==> src/rtl/pc_sequencer.sv <==
// pc_sequencer: fetch sequencer and next-PC controller for the single-cycle
// MIPS core. It runs the imem request/ack handshake for the address held in
// the external PC register. It also resolves stall, branch, jump, exception
// and halt into the value driven on pc_next every cycle.
module pc_sequencer #(
    parameter logic [31:0] EXC_VECTOR = 32'h80000180,
    parameter int          TIMEOUT    = 8
) (
    input  logic        clock,
    input  logic        reset_n,
    input  logic [31:0] pc_cur,
    output logic [31:0] pc_next,
    output logic        imem_req,
    output logic [31:0] imem_addr,
    input  logic        imem_ack,
    input  logic [31:0] imem_rdata,
    output logic [31:0] instr,
    output logic        instr_valid,
    input  logic        stall,
    input  logic        branch_taken,
    input  logic [31:0] branch_target,
    input  logic        jump,
    input  logic [31:0] jump_target,
    input  logic        exc_req,
    input  logic        halt,
    output logic [31:0] epc,
    output logic [1:0]  exc_cause,
    output logic        exc_taken,
    output logic        halted
);

    typedef enum logic [1:0] {
        S_BOOT  = 2'd0,
        S_FETCH = 2'd1,
        S_ISSUE = 2'd2,
        S_HALT  = 2'd3
    } state_t;

    localparam logic [1:0] CAUSE_NONE    = 2'd0;
    localparam logic [1:0] CAUSE_TIMEOUT = 2'd1;
    localparam logic [1:0] CAUSE_EXT     = 2'd2;
    localparam logic [1:0] CAUSE_ALIGN   = 2'd3;

    // The counter holds the number of FETCH cycles that have already gone by
    // without an ack. The timeout therefore fires in the TIMEOUT-th FETCH
    // cycle, i.e. when the count reaches TIMEOUT-1.
    localparam logic [7:0] WAIT_LAST = 8'(TIMEOUT - 1);

    state_t      state;
    state_t      state_nxt;
    logic [7:0]  wait_cnt;
    logic        timeout_hit;
    logic        consume;
    logic [31:0] target;
    logic        exc_fire;
    logic [1:0]  exc_code;

    assign imem_addr   = pc_cur;
    // In the cycle where ack and timeout coincide, the ack wins.
    assign timeout_hit = (state == S_FETCH) && !imem_ack && (wait_cnt == WAIT_LAST);
    assign consume     = (state == S_ISSUE) && !stall;

    // State register; reset abandons any in-flight fetch immediately.
    always_ff @(posedge clock or negedge reset_n) begin
        if (!reset_n) state <= S_BOOT;
        else          state <= state_nxt;
    end

    // Next-state logic.
    always_comb begin
        state_nxt = state;
        unique case (state)
            S_BOOT:  state_nxt = S_FETCH;
            S_FETCH: if (imem_ack) state_nxt = S_ISSUE;
            S_ISSUE: begin
                if (!stall) begin
                    if (!exc_req && halt) state_nxt = S_HALT;
                    else                  state_nxt = S_FETCH;
                end
            end
            S_HALT:  state_nxt = S_HALT;
            default: state_nxt = S_BOOT;
        endcase
    end

    // Output logic: request, next-PC selection and exception detection.
    always_comb begin
        imem_req = 1'b0;
        pc_next  = pc_cur;
        exc_fire = 1'b0;
        exc_code = CAUSE_NONE;
        target   = pc_cur + 32'd4;
        unique case (state)
            S_FETCH: begin
                imem_req = 1'b1;
                if (timeout_hit) begin
                    pc_next  = EXC_VECTOR;
                    exc_fire = 1'b1;
                    exc_code = CAUSE_TIMEOUT;
                end
            end
            S_ISSUE: begin
                if (consume) begin
                    if (exc_req) begin
                        pc_next  = EXC_VECTOR;
                        exc_fire = 1'b1;
                        exc_code = CAUSE_EXT;
                    end else if (!halt) begin
                        if (jump)              target = jump_target;
                        else if (branch_taken) target = branch_target;
                        if (target[1:0] != 2'b00) begin
                            pc_next  = EXC_VECTOR;
                            exc_fire = 1'b1;
                            exc_code = CAUSE_ALIGN;
                        end else begin
                            pc_next = target;
                        end
                    end
                end
            end
            default: ;
        endcase
    end

    // Fetch wait counter: runs only in FETCH, cleared by ack or timeout.
    always_ff @(posedge clock or negedge reset_n) begin
        if (!reset_n) begin
            wait_cnt <= 8'd0;
        end else if (state == S_FETCH) begin
            if (imem_ack || timeout_hit) wait_cnt <= 8'd0;
            else                         wait_cnt <= wait_cnt + 8'd1;
        end else begin
            wait_cnt <= 8'd0;
        end
    end

    // Instruction capture and state-derived flags.
    always_ff @(posedge clock or negedge reset_n) begin
        if (!reset_n) begin
            instr       <= 32'd0;
            instr_valid <= 1'b0;
            halted      <= 1'b0;
        end else begin
            if (state == S_FETCH && imem_ack) instr <= imem_rdata;
            instr_valid <= (state_nxt == S_ISSUE);
            halted      <= (state_nxt == S_HALT);
        end
    end

    // Exception bookkeeping; epc/cause hold until the next exception.
    always_ff @(posedge clock or negedge reset_n) begin
        if (!reset_n) begin
            epc       <= 32'd0;
            exc_cause <= CAUSE_NONE;
            exc_taken <= 1'b0;
        end else begin
            exc_taken <= exc_fire;
            if (exc_fire) begin
                epc       <= pc_cur;
                exc_cause <= exc_code;
            end
        end
    end

endmodule

==> config.mk <==
export PLATFORM = sky130hd
export DESIGN_NAME = pc_sequencer
export DESIGN_NICKNAME = d
export VERILOG_FILES = /design/src/rtl/pc_sequencer.sv
export SDC_FILE = /design/constraint.sdc
export NUM_CORES = 1
export LEC_CHECK = 0
export CAP_MARGIN = 20
export CORE_MARGIN = 4
export CORE_UTILIZATION = 38
export CTS_BUF_LIST = sky130_fd_sc_hd__clkbuf_4
export DETAILED_ROUTE_END_ITERATION = 7
export GPL_TIMING_DRIVEN = 0
export PLACE_DENSITY = 0.79
export SKIP_CTS_REPAIR_TIMING = 1
export SLEW_MARGIN = 5
export SYNTH_ARGS = -nofsm -noshare
export SYNTH_HDL_FRONTEND = slang
export SYNTH_SLANG_ARGS = --single-unit
==> constraint.sdc <==
create_clock -name clock -period 2.35 [get_ports clock]
set_input_delay 0.235 -clock clock [delete_from_list [all_inputs] [get_ports clock]]
set_output_delay 0.235 -clock clock [all_outputs]
set_load 0.01 [all_outputs]
* Yosys cells after proc, flatten, opt, wreduce, memory -nomap -nowiden
Cells that the tools add are included.
** Cells by class
- Multiplexer cells :: 31
- Equal/unequal tests :: 6
- Add/subtract/negate cells :: 2
- Reduce and logical (&&, ||, !) cells :: 11
** Operators by type and width (count)
- $mux 32 :: 11
- $pmux 32 s2 :: 1
- $add 32x3->32 const B :: 1
- $mux 8 :: 2
- $mux 2 :: 7
- $add 8x1->8 const B :: 1
- $eq 2x2->1 const B :: 4
- $eq 8x3->1 const B :: 1
- $pmux 2 s4 :: 1
- $mux 1 :: 7
- $logic_and 1x1->1 :: 5
- $pmux 2 s2 :: 1
- $logic_not 1->1 :: 3
- $eq 2x1->1 const B :: 1
- $logic_not 2->1 :: 1
- $pmux 1 s2 :: 1
- $reduce_bool 2->1 :: 1
- $logic_or 1x1->1 :: 1
** Word-level totals
- Register bits :: 79
- Word-level logic and storage cells :: 58
- Output and inout bits :: 134

* Depth between registers and ports, before layout
Gate-level depths: netlist of the first run.
- Depth after elaboration :: 13
- Mapped depth :: 9
- Mapped depth without buffers :: 7

* Least setup slack after synthesis of the first run
OpenSTA, ideal clock, no wires.
- Path type :: reg2reg
- Start point :: register state[1]
- End point :: register epc[23]
- Arrival :: 2.197 ns
- Data required time :: 2.225 ns
- Stages on the path, launching flop included :: 10
- Path slack :: 0.028 ns
- Clock period less this slack :: 2.322 ns
- Cells stage by stage :: dfrtp_1 -> inv_1 -> ha_1 -> nor2b_1 -> and3_1 -> clkbuf_1 -> nand2_1 -> nand2_1 -> buf_2 -> mux2_2
** On the way
- Cells in the longest elaborated chain, start to end :: 5
** RTL lines
- from (decl) :: line 49 : state_t state;
- from (signal assigned) :: line 66 : else state <= state_nxt;
- $eq 2x1->1 :: line 60, 93
- $logic_and 1x1->1 (2 in series) :: line 60 : assign timeout_hit = (state == S_FETCH) && !imem_ack && (wait_cnt == WAIT_LAST);
- $mux 1 :: line 96 : if (timeout_hit) begin
- $pmux 1 s2 * :: line 93 : unique case (state)
- to (signal assigned) :: line 159 : epc <= pc_cur;
- to (decl) :: line 26 : output logic [31:0] epc,
Mark *: on every way between the ends. The rest lies on a longest branch, timed or not.
A chain may end at the register's enable or synchronous reset.

* Final worst setup path of the first run
- Start point :: register state[0]
- End point :: output port pc_next[9]
** On the way
- Cells in the longest elaborated chain, start to end :: 5
** RTL lines
- $eq 2x1->1 :: line 60, 93
- $logic_and 1x1->1 (2 in series) :: line 60
- $mux 32 :: line 96
- $pmux 32 s2 * :: line 93
- to (decl) :: line 12 : output logic [31:0] pc_next,
Marked as above.

==> impl_metrics.ini, run 1 <==
[logic_synthesis]
synth_edf_count = 0
synth_seq_area_share_pct = 36.1
synthFlopType = dfrtp_1
avgSynthCellArea_sq_um = 9.06
synthCells = 604
ys_warn_count = 0
syn-num-nets = 746
synth-async-reset-ratio_pct = 100
yosysUniqueCellTypes = 67
synth.ff_latch_count = 79
synth_area_sq_um = 5470

[worst_setup_path]
crit_slowest_cell = dfrtp_2
worst_setup_path_end_kind = output port
crit_path_cell_trace = inv_2 > ha_4 > and2_4 > o311ai_4 > buf_6 > buf_12 > buf_6 > a211oi_2 > o32a_1 > buf_6
worstPathBufferInverterCount = 5
start_kind = register
max_stage_delay_ps = 440
rrSetupSlack_ps = -70
cp_top_family = buffers and inverters
cp.required_ps = 2120
arrival_ps = 2550
cpMostUsedCell = buf_6
crit_fanout = 6
path_class = reg2out

[detailed_routing]
viasPerCell = 5.66
wl_per_cell_um = 20.5
ant_nets = 0
routed_wl_um = 22800
drt_iter0_drc = 585
dr.pass1.iters = 5
via_count = 6289
drcViolationCount = 0

[global_routing]
grt_first_pass_wirelength_um = 32400
track_usage_pct = 25.5
grt_max_degree = 43
grt_pass1_vias = 5955
antenna_found_initial = 2
overflow = 0

[place]
dp_hpwl_um = 17200
gp_congestion = 0.936
portBuffers = 260
postPlaceCellArea_sq_um = 8320
dp_cells = 1045

[timing]
setup_viol = 53
timing.final.ws_setup_ps = -437
rsz0062_at_grt = true
fin_crit_sh_pct = 119
fmax_ghz = 0.359
slew_violations = 0
slew_headroom_pct = 58.3
hold_violations = 0
period_needed_ps = 2790
worst_pin_slew_ps = 626
clock_skew_ps = 23.1

[layout]
area_delta_synth_final_pct = 70.7
final_common_cell = clkdlybuf4s50_1
insertedDiodeCount = 0
drive_gt1_share_pct = 29.7
fin_cells = 1112
stdcell_area_sq_um = 9340
fillers = 1138
layout.nets = 1069
final_cell_mix = 206 x clkdlybuf4s50_1, 80 x buf_4, 78 x dfrtp_1

[die]
io_pins = 270
core_area_sq_um = 14000
start_util_pct = 39.1
dieArea_sq_um = 16400
die_x_um = 128
core.rowCount = 43
die-height_um = 128

[pwr]
p_seq_share_pct = 27.3
max-vdd-ir-drop_uv = 677
p_int_mw = 5.07
p_comb_share_pct = 63.6
pwr-share-clk_pct = 9.1
sw_frac_of_total_pct = 39.2
p_per_area_nw_per_um2 = 892
p_switching_mw = 3.26
leakage_nw = 3.96

[outcome]
violations = setup timing
outcome = finished with violations

[cts]
htreeDepth = 3
cts_tree = yes
cts.clk_slew.worst_paths_ps = 140
clk_latency_ps = 480
clk_path_buf_depth = 2
cts-buffers-inserted = 9
cts.sinks = 79
root_buffer = clkbuf_4

[worst_hold_path]
hold_path_class = in2reg

[flow_run]
maxCapViolCount = 0
-- path summary, 6_finish.rpt --
kind,startpoint,endpoint,depth (start not counted)
max in group asynchronous,reset_n,epc[22]$_DFFE_PN0P_,3
min in group asynchronous,reset_n,wait_cnt[6]$_DFF_PN0_,2
setup reg to reg,state[0]$_DFF_PN0_,epc[0]$_DFFE_PN0P_,11
hold reg to reg,epc[18]$_DFFE_PN0P_,epc[18]$_DFFE_PN0P_,1
setup / recovery,state[0]$_DFF_PN0_,pc_next[9],10
hold / removal,pc_cur[21],epc[21]$_DFFE_PN0P_,2
-- cell families (layout without fill, tap and decap cells) --
| logic type | count (synthesis) | after routing | synth area share [%] |
|---|---|---|---|
| adders and majority gates | 6 | 6 | 1.37 |
| AOI/OAI and AO/OA | 150 | 150 | 18.5 |
| DFF | 79 | 79 | 36.1 |
| buffers and inverters | 86 | 414 | 8.46 |
| muxes | 68 | 68 | 13.9 |
| xor gates and xnor gates | 11 | 11 | 1.76 |
| and+or+nand+nor | 204 | 204 | 19.8 |
-- synth_stat cells, types with 4 or more instances --
| master | n | share of area (%) |
|---|---|---|
| a31oi_1 | 6 | 0.69 |
| o31ai_1 | 7 | 0.96 |
| clkbuf_1 | 21 | 1.4 |
| nand4_1 | 15 | 1.7 |
| mux2_2 | 37 | 7.6 |
| a211oi_1 | 12 | 1.6 |
| and3_1 | 9 | 1.0 |
| nor2_1 | 47 | 3.2 |
| buf_2 | 10 | 0.91 |
| a21oi_1 | 29 | 2.7 |
| nand2b_1 | 7 | 0.80 |
| or3_1 | 5 | 0.57 |
| nor2b_1 | 8 | 0.91 |
| nand2_1 | 44 | 3.0 |
| inv_1 | 15 | 1.0 |
| a22o_1 | 6 | 0.96 |
| mux2i_1 | 4 | 0.73 |
| buf_4 | 34 | 4.7 |
| nor4_1 | 9 | 1.0 |
| o32a_1 | 4 | 0.73 |
| o21a_1 | 6 | 0.82 |
| and2_1 | 6 | 0.69 |
| ha_1 | 6 | 1.4 |
| dfrtp_1 | 79 | 36 |
| xor2_1 | 6 | 0.96 |
| mux2_1 | 27 | 5.6 |
| buf_1 | 4 | 0.27 |
| xnor2_1 | 5 | 0.80 |
| o21ai_0 | 28 | 2.6 |
| nor3_1 | 10 | 0.91 |
| o22ai_1 | 13 | 1.5 |
| nand3_1 | 20 | 1.8 |
-- sequential cells by signal, indices dropped and copies added (netlist names) --
name,count
epc,32
instr,32
wait_cnt,8
exc_cause,2
state,2
exc_taken,1
halted,1
instr_valid,1
-- per-layer routing --
metal  global-route usage, %  wire length [um]  vias to the layer above
met5                       0                28                        -
met4                    8.30               609                        4
met3                    10.5              2970                       58
met2                    42.9             10900                      405
met1                    29.6              8330                     2961
li1                        -                 -                     2861
-- metrics by stage --
step | total power, mW | util, % | setup TNS [ps] | worst slack [ps] | hold slack (ps)
finish | 8.33 | 66.8 | -8710 | -437 | 78.1
global route | 8.84 | 66.8 | -14590 | -551 | 47.1
CTS | 7.74 | 60.3 | -65120 | -1830 | -310
detailed placement | 6.95 | 59.4 | -56750 | -1370 | 242
global placement | 6.87 | 59.3 | -201860 | -1850 | 438
floorplan | 4.27 | - | 0 | 28.1 | -60.6
-- layout make-up --
cell class              instances  area [sq um]  area share, %
plain buffers                  64           464           4.97
clock buffers                   9          67.6          0.723
clock inverters                 7          47.5          0.509
inverters                      17          67.6          0.723
multi-input cells             439          3480           37.2
flip-flops and latches         79          1980           21.2
well taps                     180           225           2.41
repair buffers                317          3010           32.3
-- power groups by stage --
| stage | combinational [mW] | sequential (mW) | clock (mW) |
|---|---|---|---|
| floorplan | 1.73 | 2.54 | 0 |
| detailed placement | 4.66 | 2.29 | 0 |
| global route | 5.64 | 2.35 | 0.850 |
| CTS | 4.69 | 2.27 | 0.790 |
| finish | 5.30 | 2.28 | 0.760 |
| global placement | 4.62 | 2.25 | 0 |
No activity file was read; power rests on OpenSTA's default activity.
==> inputs of run 2 (changes only) <==
--- a/config.mk
+++ b/config.mk
@@ -7,11 +7,11 @@
 export LEC_CHECK = 0
 export CAP_MARGIN = 20
 export CORE_MARGIN = 4
-export CORE_UTILIZATION = 38
+export CORE_UTILIZATION = 45
 export CTS_BUF_LIST = sky130_fd_sc_hd__clkbuf_4
 export DETAILED_ROUTE_END_ITERATION = 7
+export DONT_BUFFER_PORTS = 1
 export GPL_TIMING_DRIVEN = 0
-export PLACE_DENSITY = 0.79
 export SKIP_CTS_REPAIR_TIMING = 1
 export SLEW_MARGIN = 5
 export SYNTH_ARGS = -nofsm -noshare
==> impl_metrics.ini, run 2 (synthesis gave the netlist of run 1 again) <==
[timing]
rsz0062_at_grt = true
clock_skew_ps = 35.4
timing.final.ws_setup_ps = -329
slew_violations = 0
hold_violations = 0
fin_crit_sh_pct = 114
fmax_ghz = 0.373
setup_viol = 31
period_needed_ps = 2680
slew_headroom_pct = 49.2
worst_pin_slew_ps = 760

[detailed_routing]
via_count = 5466
drt_iter0_drc = 417
dr.pass1.iters = 5
drcViolationCount = 0
wl_per_cell_um = 25.8
viasPerCell = 6.47
ant_nets = 0
routed_wl_um = 21800

[pwr]
max-vdd-ir-drop_uv = 589
leakage_nw = 2.84
p_per_area_nw_per_um2 = 945
power_mw = 6.58

[worst_hold_path]
min_path_cells = 2
hold_path_class = in2reg

[flow_run]
maxCapViolCount = 0

[global_routing]
grt_first_pass_wirelength_um = 30700
track_usage_pct = 28.2
grt_use_met2_pct = 47.3
antenna_found_initial = 4
gr-usage-met3_pct = 10.2
grt_pass1_vias = 5028
grt_max_degree = 80
met1_usage_pct = 34.0
busiest_layer = met2
overflow = 0

[layout]
fillers = 1056
final_cell_mix = 79 x dfrtp_1, 57 x dlygate4sd3_1, 54 x buf_4
reg_top3 = epc (32), instr (32), wait_cnt (8)
layout.nets = 834
ff_latch_area_sq_um = 1980
final_common_cell = dfrtp_1
drive_gt1_share_pct = 26.4
area_delta_synth_final_pct = 27.4
multi_input_area_sq_um = 3390

[cts]
cts.sinks = 79
cts_tree = yes
clk_path_buf_depth = 2
root_buffer = clkbuf_4
cts-buffers-inserted = 9
clk_latency_ps = 490
htreeDepth = 3
cts.clk_slew.worst_paths_ps = 130

[die]
die-height_um = 118
dieArea_sq_um = 14000
io_pins = 270
core.rowCount = 40
start_util_pct = 45.7
die_x_um = 118
core_area_sq_um = 12000

[worst_setup_path]
path_class = in2out
reg2reg_depth = 10
start_kind = primary input
arrival_ps = 2440
cp.required_ps = 2120
worst_setup_path_end_kind = output port
crit_fanout = 10

[place]
preCtsSetupSlack_ps = -776
dp_hpwl_um = 15400
portBuffers = 0
gp_congestion = 0.891

[outcome]
violations = setup timing
outcome = finished with violations
## run 2: cell count changes in the layout (fill, tap and decap cells not counted), sizes merged
cell / previous run / this run
clkdlybuf4s50: 206 / 0
buf: 131 / 74
dlygate4sd3: 1 / 57
dlymetal6s2s: 15 / 0
clkbuf: 37 / 24
clkinvlp: 3 / 0
clkinv: 4 / 6
diode: 0 / 2
bufinv: 0 / 1
inv: 17 / 16
## run 2: per-stage QoR
stage | util, % | hold slack, ps | cell area (sq um) | cells | setup TNS (ps)
after floorplan | - | -60.6 | 5470 | 604 | 0
after global placement | 47.3 | -58.8 | 5650 | 751 | -36440
after detailed placement | 47.3 | -58.8 | 5650 | 751 | -36560
after CTS | 48.3 | -616 | 5780 | 766 | -54510
after global routing | 58.2 | 47.2 | 6970 | 845 | -9050
final | 58.2 | 72.6 | 6970 | 845 | -6040
## run 2: cell type report
| cell class | count | area share [%] |
|---|---|---|
| multi-input combinational | 439 | 48.6 |
| sequential | 79 | 28.4 |
| timing repair buffer | 81 | 11.3 |
| buffer | 65 | 6.27 |
| tap | 147 | 2.64 |
| clock buffer | 9 | 0.970 |
| inverter | 17 | 0.916 |
| clock inverter | 6 | 0.880 |
| antenna | 2 | 0.0718 |
## run 2: critical path: stages
cell,delay [ps]
clkbuf_1,500
clkinv_1,620
nand2_2,400
nor4b_2,90
a222oi_1,410
o21ai_2,170
## run 2: path summary, 6_finish.rpt
kind	from	end	slack, ps
worst max-delay path	stall	pc_next[25]	-330
worst min-delay path	pc_cur[6]	epc[6]$_DFFE_PN0P_	70
worst max register to register	state[1]$_DFF_PN0_	epc[13]$_DFFE_PN0P_	30
worst min register to register	wait_cnt[0]$_DFF_PN0_	wait_cnt[0]$_DFF_PN0_	540
max in group asynchronous	reset_n	epc[11]$_DFFE_PN0P_	1680
min in group asynchronous	reset_n	epc[24]$_DFFE_PN0P_	270
## run 2: where the power goes
group          switching (mW)  total (mW)  internal, mW
clock                   0.529       0.846         0.317
sequential              0.734        2.69          1.96
combinational            1.64        3.04          1.40
total                    2.90        6.58          3.68
## run 2: layer usage
| layer | routed length [um] | part of all wire [%] |
|---|---|---|
| met4 | 596 | 2.7 |
| met1 | 8260 | 38 |
| met3 | 2620 | 12 |
| met5 | 33 | 0.15 |
| met2 | 10300 | 47 |
